## src/rtl/fetch_sequencer.sv

```systemverilog
// Fetch-side sequencer for a variable-latency instruction memory: drives the
// ROM request handshake and the StallF/StallD/FlushD controls of the fetch stage.
module fetch_sequencer #(
  parameter int D_WIDTH   = 32,
  parameter int CNT_WIDTH = 32
) (
  input  logic                 clk,
  input  logic                 rst,
  input  logic [D_WIDTH-1:0]   PCF,
  input  logic                 PCSrcE,
  input  logic                 HazStallD,
  output logic                 imem_req,
  output logic [D_WIDTH-1:0]   imem_addr,
  input  logic                 imem_ack,
  input  logic [D_WIDTH-1:0]   imem_rdata,
  output logic [D_WIDTH-1:0]   InstrF,
  output logic                 StallF,
  output logic                 StallD,
  output logic                 FlushD,
  output logic [CNT_WIDTH-1:0] stall_cnt
);

  typedef enum logic [1:0] {
    IDLE = 2'd0,
    REQ  = 2'd1,
    HOLD = 2'd2,
    DROP = 2'd3
  } state_t;

  state_t               state;
  state_t               state_nxt;
  logic [D_WIDTH-1:0]   instr_q;
  logic [D_WIDTH-1:0]   addr_q;
  logic [D_WIDTH-1:0]   last_q;
  logic [D_WIDTH-1:0]   last_nxt;
  logic [CNT_WIDTH-1:0] cnt_q;
  logic                 load_instr;
  logic                 load_addr;
  logic                 load_last;
  logic                 bump_cnt;

  always_ff @(posedge clk) begin
    if (rst) begin
      state   <= IDLE;
      instr_q <= '0;
      addr_q  <= '0;
      last_q  <= '0;
      cnt_q   <= '0;
    end else begin
      state <= state_nxt;
      if (load_instr) instr_q <= imem_rdata;
      if (load_addr)  addr_q  <= PCF;
      if (load_last)  last_q  <= last_nxt;
      if (bump_cnt)   cnt_q   <= cnt_q + CNT_WIDTH'(1);
    end
  end

  // imem_req depends only on the registered state, so no input reaches it combinationally.
  always_comb begin
    state_nxt  = state;
    imem_req   = 1'b0;
    imem_addr  = PCF;
    InstrF     = last_q;
    StallF     = 1'b1;
    StallD     = 1'b0;
    FlushD     = 1'b1;
    load_instr = 1'b0;
    load_addr  = 1'b0;
    load_last  = 1'b0;
    last_nxt   = imem_rdata;
    bump_cnt   = 1'b0;
    case (state)
      IDLE: begin
        state_nxt = REQ;
      end
      REQ: begin
        imem_req  = 1'b1;
        imem_addr = PCF;
        if (PCSrcE) begin
          StallF   = 1'b0;
          bump_cnt = 1'b1;
          if (imem_ack) begin
            state_nxt = REQ;
          end else begin
            load_addr = 1'b1;
            state_nxt = DROP;
          end
        end else if (imem_ack && !HazStallD) begin
          InstrF    = imem_rdata;
          StallF    = 1'b0;
          FlushD    = 1'b0;
          load_last = 1'b1;
        end else if (imem_ack) begin
          InstrF     = imem_rdata;
          StallD     = 1'b1;
          FlushD     = 1'b0;
          load_instr = 1'b1;
          load_last  = 1'b1;
          state_nxt  = HOLD;
        end else if (HazStallD) begin
          StallD   = 1'b1;
          FlushD   = 1'b0;
          bump_cnt = 1'b1;
        end else begin
          bump_cnt = 1'b1;
        end
      end
      HOLD: begin
        InstrF    = instr_q;
        load_last = 1'b1;
        last_nxt  = instr_q;
        if (PCSrcE) begin
          StallF    = 1'b0;
          state_nxt = REQ;
        end else if (HazStallD) begin
          StallD = 1'b1;
          FlushD = 1'b0;
        end else begin
          StallF    = 1'b0;
          FlushD    = 1'b0;
          state_nxt = REQ;
        end
      end
      DROP: begin
        // Keep the abandoned request stable until its stale response returns.
        imem_req  = 1'b1;
        imem_addr = addr_q;
        bump_cnt  = 1'b1;
        if (imem_ack) state_nxt = REQ;
      end
      default: begin
        state_nxt = IDLE;
      end
    endcase
  end

  assign stall_cnt = cnt_q;

endmodule

```

## config.mk

```make
export PLATFORM = sky130hd
export DESIGN_NAME = fetch_sequencer
export DESIGN_NICKNAME = d
export VERILOG_FILES = /design/src/rtl/fetch_sequencer.sv
export SDC_FILE = /design/constraint.sdc
export NUM_CORES = 1
export LEC_CHECK = 0
export BUFFER_PORTS_ARGS = -buffer_cell sky130_fd_sc_hd__clkbuf_2
export CAP_MARGIN = 10
export CORE_UTILIZATION = 57
export DETAILED_ROUTE_END_ITERATION = 8
export MAX_ROUTING_LAYER = met4
export PLACE_DENSITY = 0.86
export RECOVER_POWER = 25
export SYNTH_ARGS = -nofsm -noshare
export SYNTH_HDL_FRONTEND = slang
export SYNTH_SLANG_ARGS = --single-unit
```

## constraint.sdc

```tcl
create_clock -name clk -period 5.4 [get_ports clk]
set_input_delay 1.08 -clock clk [delete_from_list [all_inputs] [get_ports clk]]
set_output_delay 1.08 -clock clk [all_outputs]
set_load 0.005 [all_outputs]
```

# == Yosys cells after proc, flatten, opt, wreduce, memory -nomap -nowiden ==
# Index checks and enable logic that the tools add are counted.
# classes
n_addsub,1
mul,0
n_div,0
n_lt_le_gt_ge,0
n_eq_ne,7
shifts,0
mux,43
n_bitwise,0
reduce_logical,5
# ops
cell,count
32-bit 2-to-1 mux,5
32-bit case mux with 2 select lines,1
"32-bit by 1-bit adder with 32-bit output, second input constant",1
1-bit 2-to-1 mux,24
2-bit 2-to-1 mux,7
1-bit case mux with 2 select lines,5
"3-bit inequality test, second input constant",3
2-bit case mux with 4 select lines,1
"2-bit equality test, second input constant",2
4-bit AND reduction,1
"2-bit by 1-bit equality test with 1-bit output, second input constant",1
2-bit logical NOT,1
"2-bit inequality test, second input constant",1
2-bit OR reduction,1
1-bit logical AND,1
1-bit logical NOT,1
# word_totals
ff_bits,130
latchBits,0
ramBits,0
rom_bits,0
output_inout_bits,100
mem_count,0

# == Depth between registers and ports, before layout ==
# Gate-level depths: netlist (run 1).
# logic_depth
depth_word,5
mapped_depth,9

# == Least setup slack after synthesis (run 1) ==
# No wires, ideal clock.
# synth_timing
kind,input to output
from,in PCSrcE
to,out InstrF[0]
arrival_ns,2.149
required_time_ns,4.320
slack_ns,2.171
cell_stages,6
n_path_buf,3
cell_sequence,clkbuf_1 > and3b_1 > buf_2 > clkbuf_1 > a22oi_1 > o21ai_0
# synth_via
elab_chain_len,2
# synth_rtl
element,line_no,text
start: declaration,10,"input logic PCSrcE,"
32-bit 2-to-1 mux,79,if (PCSrcE) begin
32-bit case mux with 2 select lines,72,case (state)
end: declaration,16,"output logic [D_WIDTH-1:0] InstrF,"
# Every way passes these cells.

# == Final worst setup path (run 1) ==
# layout_timing
from,reg state[0]
to,out InstrF[15]
# layout_via
elab_chain_len,2
elab_cells_between_ends,3
# layout_rtl
element,line_no,text
start: declaration,30,state_t state;
start signal: assignment,50,state <= state_nxt;
2-bit equality test or 2-bit by 1-bit equality test with 1-bit output (tied branches),72,
32-bit case mux with 2 select lines (*),72,
# Mark *: on every way between the ends. The rest lies on a longest branch, timed or not.

==> flow_summary.json, run 1 <==
{
  "clock_tree.root_cell": "sky130_fd_sc_hd__clkbuf_8",
  "post_synth_xor_area_fraction_pct": 3.21,
  "finalWeightedCongestion": 0.792,
  "synth_top_cell_area_share_pct": 41.5,
  "grt_first_pass_wirelength_mm": 25.8,
  "peakVddDrop_uv": 266,
  "failed_checks": "max-capacitance violations, max-slew violations",
  "yosysWarnings": 0,
  "clockBufferDepth": 2,
  "final-setup-viol-count": 0,
  "synth_compound_area_share_pct": 18.4,
  "hold-worst-slack_ns": 0.454,
  "synth-adder-area-share_pct": 0.797,
  "start_util_pct": 59.7,
  "achievable-frequency_mhz": 255,
  "synthesis.nets": 854,
  "syn-cell-area_um2": 6280,
  "worst-path-max-fanout": 37,
  "synth_top_family_by_area": "simple AND/OR/NAND/NOR gates",
  "layout-drive-gt1-share_pct": 25.1,
  "synth.yosys.seq_area_share_pct": 41.5,
  "startpoint_type": "flip-flop",
  "drt-wirelength-per-cell_um": 15.0,
  "power_per_cell_area_nw_per_um2": 312,
  "cts_buffer_count": 17,
  "regArea_um2": 2600,
  "synth-main-ff-cell": "sky130_fd_sc_hd__dfxtp_1",
  "outcome": "finished with violations",
  "netlist_instances": 781,
  "postCtsSetupBuffers": 0,
  "layout.filler_cells": 874,
  "floorplan.die.width_um": 107,
  "synthArstFlopShare_pct": 0,
  "worst_setup_hold_path_clk_slew_ns": 0.06,
  "criticalPathCategory": "flip-flop to primary output",
  "final_common_cell": "sky130_fd_sc_hd__nand2_1",
  "cts.repair.resized": 0,
  "critical-path-max-stage-delay_ns": 0.75,
  "gr-total-overflow": 0,
  "vias_per_cell": 5.71,
  "placeableCoreArea_um2": 10500,
  "ranking_of_synthesized_cells_by_area": "sky130_fd_sc_hd__dfxtp_1 (41%), sky130_fd_sc_hd__nand2_1 (11%), sky130_fd_sc_hd__a21oi_1 (6.1%), sky130_fd_sc_hd__mux2_2 (5.7%), sky130_fd_sc_hd__mux2i_1 (5.1%)",
  "routed-via-count": 6084,
  "grtUsageMet1_pct": 33.9,
  "yosysTopAreaCell": "sky130_fd_sc_hd__dfxtp_1",
  "io_pins": 169,
  "synth_edf_count": 0,
  "cap_viol_max_count": 1,
  "final_max_slew_viol_count": 100,
  "num-nets-final": 990,
  "globalRouteMet3Util_pct": 5.90,
  "maximum_number_of_pins_on_one_net_before_global_route_repair": 100,
  "finalCritPeriodShare_pct": 72.8,
  "critical_path.slowest_cell": "sky130_fd_sc_hd__ha_2",
  "worstPathArrival_ns": 2.85,
  "buffer_ports.inserted": 168,
  "end_kind": "primary output",
  "synth_simple_gate_area_share_pct": 21.0,
  "globalRouteMet2Util_pct": 48.8,
  "clock_latency_ns": 0.53,
  "layout_common_cells": "sky130_fd_sc_hd__nand2_1 (178), sky130_fd_sc_hd__clkbuf_2 (150), sky130_fd_sc_hd__dfxtp_1 (130)",
  "hold_path.class": "flip-flop to flip-flop",
  "postRouteWirelength_mm": 16.0,
  "post_synth_mux_area_share_pct": 10.8,
  "die_area_um2": 11400,
  "drcViolationCount": 0,
  "crit_path_cell_trace": "inv_1, ha_2, a21o_1, buf_4, nand2_1, o21ai_0, clkbuf_2",
  "area_used_by_multi_input_combinational_logic_um2": 3420,
  "drtAntennaViolNets": 0,
  "ctsHoldBuffers": 0,
  "critical_path_required_ns": 4.32,
  "synthesized_area_per_cell_um2": 8.04,
  "finalCriticalPeriod_ns": 3.93,
  "finalInstanceArea_um2": 7650,
  "final_core_utilization_pct": 72.8,
  "drt_pass1_iterations": 6,
  "cell_variety_after_synth": 44,
  "fin_skew_ns": 0.0176,
  "gr-max-usage-layer": "met2",
  "hpwlAfterDp_mm": 10.1,
  "num_rows": 37,
  "rsz0062_at_grt": "false",
  "insertedDiodeCount": 0,
  "setup_tns_ns": 0,
  "cts.sinks": 130,
  "placed_area_um2": 7140,
  "hold_violations": 0,
  "antenna_found_initial": 0,
  "cts_htree_levels": 4,
  "tritoncts_clock_tree": "yes",
  "grt_use_total_pct": 29.0,
  "drt-initial-drc-count": 406,
  "cellLeakagePower_nw": 2.88,
  "max-slew-margin-rel_pct": -34.8,
  "dieHeight_um": 107,
  "area_growth_pct": 21.9,
  "first_global_vias": 5520,
  "synth.ff_latch_count": 130,
  "tightest_slew_ns": 2.02
}
==> sequential cells by signal, indices dropped and copies added, names as in the netlist <==
| name | count |
|---|---|
| addr_q | 32 |
| instr_q | 32 |
| last_q | 32 |
| stall_cnt | 32 |
| state | 2 |
==> where the power goes <==
| part | leakage [nW] | internal (mW) | total, mW | switching [mW] |
|---|---|---|---|---|
| clock network | 0.243 | 0.581 | 1.03 | 0.448 |
| logic | 1.58 | 0.137 | 0.339 | 0.202 |
| registers | 1.05 | 0.998 | 1.02 | 0.0239 |
==> critical path, delay by kind of cell (launching register included) <==
family / cells / cell delay (ns)
compound gates: 2 / 0.56
fa+ha+maj: 1 / 0.75
buf+inv: 3 / 0.55
flops: 1 / 0.38
simple gates: 1 / 0.09
==> layer usage <==
metal	vias up	routed length, um
met4	0	339
met3	31	934
li1	2995	-
met1	2843	6730
met5	-	0
met2	215	7990
==> final cells by class <==
type	instances	area share, %
Multi-Input combinational cell	581	44.6
Sequential cell	130	34.0
Timing Repair Buffer	179	11.7
Clock buffer	19	5.64
Tap cell	136	2.22
Clock inverter	13	1.39
Inverter	8	0.392
==> worst paths after layout <==
| kind | from | end | slack (ns) | cells past startpoint |
|---|---|---|---|---|
| worst min register to register | addr_q[14] | addr_q[14] | 0.45 | 2 |
| worst max-delay path | state[0] | InstrF[15] | 1.47 | 7 |
| worst min-delay path | addr_q[14] | addr_q[14] | 0.45 | 2 |
| worst max register to register | state[1] | last_q[19] | 2.61 | 8 |
==> metrics by stage <==
step	power [mW]	worst slack, ns	cells
finish	2.39	1.47	1066
global route	2.49	1.26	1066
CTS	2.40	1.46	1066
detailed placement	1.38	1.62	1034
global placement	1.37	1.62	1034
floorplan	1.25	2.17	781
==> cells by family (layout without fill, tap and decap cells) <==
family,after synthesis,count (layout)
DFF,130,130
xor gates and xnor gates,23,23
adders and majority gates,4,4
muxes,64,64
AOI/OAI and AO/OA,191,191
and+or+nand+nor,299,299
buffers and inverters,70,219
==> cells in the mapped netlist (4+ instances only) <==
cell,count
sky130_fd_sc_hd__nor2_1,62
sky130_fd_sc_hd__nand4_1,13
sky130_fd_sc_hd__buf_1,12
sky130_fd_sc_hd__ha_1,4
sky130_fd_sc_hd__nand3_1,8
sky130_fd_sc_hd__a22oi_1,34
sky130_fd_sc_hd__inv_1,8
sky130_fd_sc_hd__nor3_1,6
sky130_fd_sc_hd__a211oi_1,33
sky130_fd_sc_hd__a21oi_1,76
sky130_fd_sc_hd__or3_1,4
sky130_fd_sc_hd__nand2_1,178
sky130_fd_sc_hd__dfxtp_1,130
sky130_fd_sc_hd__xor2_1,12
sky130_fd_sc_hd__xnor2_1,11
sky130_fd_sc_hd__clkbuf_1,46
sky130_fd_sc_hd__o21ai_0,38
sky130_fd_sc_hd__mux2i_1,32
sky130_fd_sc_hd__and3_1,5
sky130_fd_sc_hd__mux2_2,32
sky130_fd_sc_hd__buf_2,4
No activity file was read; power rests on OpenSTA's default activity.
==> run 2, diff against run 1 <==
- ABC_AREA: not set -> 1
- CORE_UTILIZATION: 57 -> 54
- PLACE_DENSITY: 0.86 -> 0.81
- clock period: 5.4 -> 3.9 ns (I/O delays scaled with it)
==> run 2 against run 1 <==
  * The flow now finishes without violations
  * Clock power is 53% higher
  * Power is 54% higher
  * Critical path depth is 2 higher
  * First-iteration DRC count is 64% higher
  * Utilization is 5.6 points lower
  * Final cell count is 26% higher
  * Critical endpoint is now InstrF[12]
  * Largest cell class unchanged
  * Largest power group unchanged
==> flow_summary.json, run 2 <==
{
  "num-nets-final": 1261,
  "final_max_slew_viol_count": 0,
  "synthesis.nets": 1124,
  "routed-via-count": 7258,
  "critical_path.slowest_cell": "sky130_fd_sc_hd__nor2_4",
  "critical-path-top-cell-by-count": "sky130_fd_sc_hd__nand2_1",
  "criticalPathCategory": "flip-flop to primary output",
  "critical-path-max-stage-delay_ns": 0.53,
  "p_sw_mw": 1.03,
  "hold-worst-slack_ns": 0.444,
  "tritoncts_clock_tree": "yes",
  "power.sequential.fraction_pct": 39.7,
  "syn-cell-area_um2": 6610,
  "cts_htree_levels": 4,
  "hpwlAfterDp_mm": 11.6,
  "ranking_of_synthesized_cells_by_area": "sky130_fd_sc_hd__dfxtp_1 (39%), sky130_fd_sc_hd__nand2_1 (19%), sky130_fd_sc_hd__o21ai_0 (11%), sky130_fd_sc_hd__nor2_1 (7.4%), sky130_fd_sc_hd__inv_1 (4.0%)",
  "synth.ff_latch_count": 130,
  "placeableCoreArea_um2": 12000,
  "num_rows": 40,
  "finalWeightedCongestion": 0.913,
  "cellLeakagePower_nw": 3.93,
  "buffer_ports.inserted": 168,
  "postRouteWirelength_mm": 18.0,
  "first_global_vias": 6322,
  "final-setup-viol-count": 0,
  "outcome": "completed",
  "clock_latency_ns": 0.41,
  "yosysTopAreaCell": "sky130_fd_sc_hd__dfxtp_1",
  "worstPathArrival_ns": 2.43,
  "yosysWarnings": 0,
  "layout-drive-gt1-share_pct": 16.8,
  "grt_first_pass_wirelength_mm": 29.9,
  "gr-total-overflow": 0,
  "final_common_cell": "sky130_fd_sc_hd__nand2_1",
  "drt_pass1_iterations": 5,
  "clockBufferDepth": 2,
  "hold_violations": 0,
  "ys_top_cells_by_count": "sky130_fd_sc_hd__nand2_1 (339), sky130_fd_sc_hd__o21ai_0 (139), sky130_fd_sc_hd__nor2_1 (131)",
  "cts.sinks": 130,
  "worst-path-max-fanout": 27,
  "crit_path_cell_trace": "ha_1, inv_2, nor2_4, buf_4, nand3_1, nand2_1, nand2_1, nand2_1, clkbuf_2",
  "io_pins": 169,
  "setup_tns_ns": 0,
  "drt-wirelength-per-cell_um": 13.4,
  "ctsHoldBuffers": 0,
  "synth_top_cell_area_share_pct": 39.3,
  "synth_edf_count": 0,
  "cellInternalPower_mw": 2.64,
  "hold_path.class": "flip-flop to flip-flop",
  "drcViolationCount": 0,
  "end_kind": "primary output",
  "final_cells": 1346,
  "drtAntennaViolNets": 0,
  "layout_common_cells": "sky130_fd_sc_hd__nand2_1 (339), sky130_fd_sc_hd__clkbuf_2 (157), sky130_fd_sc_hd__o21ai_0 (139)",
  "cap_viol_max_count": 0,
  "vias_per_cell": 5.39,
  "maximum_number_of_pins_on_one_net_before_global_route_repair": 66,
  "grt_use_total_pct": 30.0,
  "synthesized_area_per_cell_um2": 6.29,
  "tightest_slew_ns": 1.20,
  "drt-initial-drc-count": 666,
  "finalCritPeriodShare_pct": 82.4,
  "netlist_instances": 1051,
  "die_area_um2": 12700,
  "achievable-frequency_mhz": 311,
  "start_util_pct": 55.3,
  "cell_variety_after_synth": 25,
  "synthArstFlopShare_pct": 0,
  "numPlacedInstances": 1316,
  "postCtsSetupBuffers": 0,
  "layout.filler_cells": 1084,
  "final_core_utilization_pct": 67.2,
  "synth.yosys.seq_area_share_pct": 39.3,
  "worst_setup_hold_path_clk_slew_ns": 0.05,
  "cts_buffer_count": 17,
  "floorplan.die.width_um": 113,
  "antenna_found_initial": 0,
  "clkPwrFrac_pct": 43.0,
  "synth_most_common_cell": "sky130_fd_sc_hd__nand2_1",
  "area_growth_pct": 21.6,
  "critPathBufInv": 3,
  "power_per_cell_area_nw_per_um2": 456,
  "path_delay_family": "simple AND/OR/NAND/NOR gates",
  "swShare_pct": 28.0,
  "synth-main-ff-cell": "sky130_fd_sc_hd__dfxtp_1",
  "rsz0062_at_grt": "false",
  "peakVddDrop_uv": 335,
  "comb_power_share_pct": 17.4,
  "startpoint_type": "flip-flop",
  "clock_tree.root_cell": "sky130_fd_sc_hd__clkbuf_16",
  "critical_path_required_ns": 3.12,
  "fin_skew_ns": 0.00506,
  "finalCriticalPeriod_ns": 3.21,
  "max-slew-margin-rel_pct": 19.8,
  "cts.repair.resized": 0,
  "dieHeight_um": 113,
  "reg_to_reg_slack_setup_ns": 0.73,
  "insertedDiodeCount": 0
}
[run 2: cell types whose count changed after synthesis, sizes merged, moves of 12 or more]
cell	before	now
a21oi	76	52
mux2	32	0
a211oi	33	0
mux2i	32	0
nand3	8	51
a31oi	0	35
xor2	12	0
nor2	62	135
nand2	178	339
inv	8	71
a22oi	34	0
o21ai	38	141
[run 2: kinds of logic after synthesis]
family          share of synthesized area [%]
buf+inv                                  8.00
compound gates                           18.7
simple gates                             33.2
fa+ha+maj                               0.757
flops                                    39.3
[run 2: area by class of cell]
type,count,area (um2),area share [%]
multi-input cells,784,3460,43.0
flip-flops and latches,130,2600,32.4
repair buffers,182,941,11.7
clock buffers,25,505,6.29
inverters,73,274,3.41
well taps,147,184,2.29
clock inverters,5,75.1,0.934
[run 2: worst min-delay path: cells and delay by family (launching register included)]
family	cells	cell delay [ns]
flip-flops	1	0.31
buffers and inverters	1	0.05
AO/OA/AOI/OAI	1	0.05
[run 2: per-stage QoR]
step / total power, mW / setup slack [ns] / cell area (um2)
after CTS: 3.69 / 0.699 / 8090
final: 3.67 / 0.687 / 8040
after detailed placement: 2.12 / 1.04 / 7510
after global placement: 2.11 / 1.04 / 7510
after global routing: 3.84 / 0.382 / 8040
after floorplan: 1.86 / 1.41 / 6610
[run 2: final timing paths]
kind | startpoint | end | depth (start not counted)
min reg2reg | instr_q[27] | instr_q[27] | 2
max | state[0] | InstrF[12] | 9
min | instr_q[27] | instr_q[27] | 2
max reg2reg | state[0] | addr_q[31] | 7
[run 2: power groups by stage]
stage / Clock, mW / Sequential, mW / Combinational (mW)
final: 1.58 / 1.46 / 0.638
after global routing: 1.66 / 1.47 / 0.717
after CTS: 1.59 / 1.45 / 0.642
after detailed placement: 0 / 1.48 / 0.637
after global placement: 0 / 1.48 / 0.628
after floorplan: 0 / 1.47 / 0.391
[run 2: metal layers]
layer / wire length [um] / vias to the layer above / track usage [%] / share of wire, %
met5: 0 / - / - / 0
met4: 255 / 0 / 10.2 / 1.4
met3: 1470 / 29 / 7.88 / 8.1
met2: 8200 / 288 / 46.3 / 45
met1: 8110 / 3253 / 38.1 / 45
li1: - / 3688 / - / -
==> run 3, diff against run 2 <==
- CORE_UTILIZATION: 54 -> 48
- PLACE_DENSITY: 0.81 -> 0.76
- clock period: 3.9 -> 2.6 ns (I/O delays scaled with it)
==> run 3 against run 2 <==
  * Clock power up 41%
  * Hold slack worse by 0.099 ns
  * Sequential cell count unchanged
  * Utilization down 6.3 points
  * Routed wire length up 2.5%
  * Largest power group unchanged
  * Combinational power up 51%
  * Clock skew up 0.00064 ns
  * Clock-buffer cell count unchanged
  * Design area up 1.1%
  * Power up 47%
  * Sequential power up 50%
  * Global-route usage down 2.8 points
==> flow_summary.json, run 3 (same netlist as run 2, synthesis figures left out) <==
{
  "outcome": "completed",
  "critical-path-max-stage-delay_ns": 0.39,
  "cts_htree_levels": 4,
  "placeableCoreArea_um2": 13300,
  "maximum_number_of_pins_on_one_net_before_global_route_repair": 65,
  "num_rows": 42,
  "max-slew-margin-rel_pct": 21.4,
  "startpoint_type": "flip-flop",
  "finalWeightedCongestion": 0.950,
  "cts_buffer_count": 17,
  "worst_setup_hold_path_clk_slew_ns": 0.06,
  "grt_first_pass_wirelength_mm": 30.6,
  "placed_area_um2": 7610,
  "achievable-frequency_mhz": 403,
  "postRouteWirelength_mm": 18.5,
  "dieHeight_um": 119,
  "finalCritPeriodShare_pct": 95.3,
  "ctsHoldBuffers": 0,
  "final_max_slew_viol_count": 0,
  "critical_path_required_ns": 2.08,
  "finalInstanceArea_um2": 8130,
  "final_common_cell": "sky130_fd_sc_hd__nand2_1",
  "finalCriticalPeriod_ns": 2.48,
  "hold_path.class": "primary input to flip-flop",
  "setup_tns_ns": 0,
  "final_cells": 1381,
  "num-nets-final": 1265,
  "depth_of_the_worst_register_to_register_path": 6,
  "worstPathArrival_ns": 1.96,
  "antenna_found_initial": 1,
  "layout-drive-gt1-share_pct": 16.9,
  "final_core_utilization_pct": 60.9,
  "grt_use_total_pct": 27.2,
  "io_pins": 169,
  "hold_violations": 0,
  "gr-total-overflow": 0,
  "worst-path-max-fanout": 12,
  "fin_skew_ns": 0.00570,
  "clock_tree.root_cell": "sky130_fd_sc_hd__clkbuf_16",
  "hpwlAfterDp_mm": 12.2,
  "drt_pass1_iterations": 5,
  "buffer_ports.inserted": 168,
  "clockBufferDepth": 2,
  "tightest_slew_ns": 1.18,
  "crit_path_cell_trace": "ha_1, clkinv_1, buf_4, o21ai_0, clkbuf_2",
  "drcViolationCount": 0,
  "end_kind": "primary output",
  "routed-via-count": 7326,
  "drtAntennaViolNets": 0,
  "power_per_cell_area_nw_per_um2": 662,
  "layout_common_cells": "sky130_fd_sc_hd__nand2_1 (339), sky130_fd_sc_hd__clkbuf_2 (153), sky130_fd_sc_hd__o21ai_0 (138)",
  "placement.setup.worst_slack_ns": 0.456,
  "start_util_pct": 49.6,
  "area_growth_pct": 22.9,
  "timing.final.ws_setup_ns": 0.121,
  "p_total_mw": 5.38,
  "die_area_um2": 14300,
  "hold_depth": 3,
  "drt-wirelength-per-cell_um": 13.4,
  "vias_per_cell": 5.30,
  "peakVddDrop_uv": 437,
  "rsz0062_at_grt": "false",
  "criticalPathCategory": "flip-flop to primary output",
  "cellLeakagePower_nw": 3.93,
  "cts.sinks": 130,
  "reg_to_reg_slack_setup_ns": 0.41,
  "critical_path.slowest_cell": "sky130_fd_sc_hd__ha_1",
  "tritoncts_clock_tree": "yes",
  "drt-initial-drc-count": 760,
  "final-setup-viol-count": 0,
  "first_global_vias": 6455,
  "cap_viol_max_count": 0,
  "hold-worst-slack_ns": 0.345,
  "numPlacedInstances": 1349,
  "clock_latency_ns": 0.42,
  "floorplan.die.width_um": 119
}
## run 3: changes by cell type in the layout (fill, tap and decap cells not counted), sizes merged
cell    before  now
diode        0    1
clkinv       5    7
bufinv       2    1
buf         13   17
## run 3: cell type report
cell class / instances / area (um2)
antenna: 1 / 2.50
clock buffer: 25 / 485
clock inverter: 6 / 55.1
fill: 1321 / 5220
inverter: 73 / 274
multi-input combinational: 784 / 3480
sequential: 130 / 2600
tap: 176 / 220
timing repair buffer: 186 / 1010
## run 3: per-layer routing
layer,vias to the layer above,part of all wire [%],GRT usage [%]
met3,38,8.7,6.66
met1,3277,45,35.5
li1,3703,-,-
met4,0,2.6,10.9
met2,308,43,40.3
met5,-,0,-
## run 3: critical path: cells and delay by family, from the launching register on
kind | cells | cell delay, ns
AO/OA/AOI/OAI | 1 | 0.17
buffers and inverters | 3 | 0.61
flip-flops | 1 | 0.38
adder cells (fa/ha/maj) | 1 | 0.39
## run 3: final timing paths
| kind | startpoint | end |
|---|---|---|
| min reg2reg | instr_q[10] | instr_q[10] |
| max | state[1] | FlushD |
| max reg2reg | state[0] | addr_q[0] |
| min | PCF[14] | addr_q[14] |
## run 3: timing repair
item	in CTS	in global routing
resized for setup	0	4
setup buffers	0	0
endpoints found under the setup margin	0	33
## run 3: power breakdown
part           internal [mW]  switching, mW  total, mW
Clock                   1.38          0.848       2.22
Sequential              2.12         0.0690       2.19
Combinational          0.339          0.625      0.964
Total                   3.84           1.54       5.38
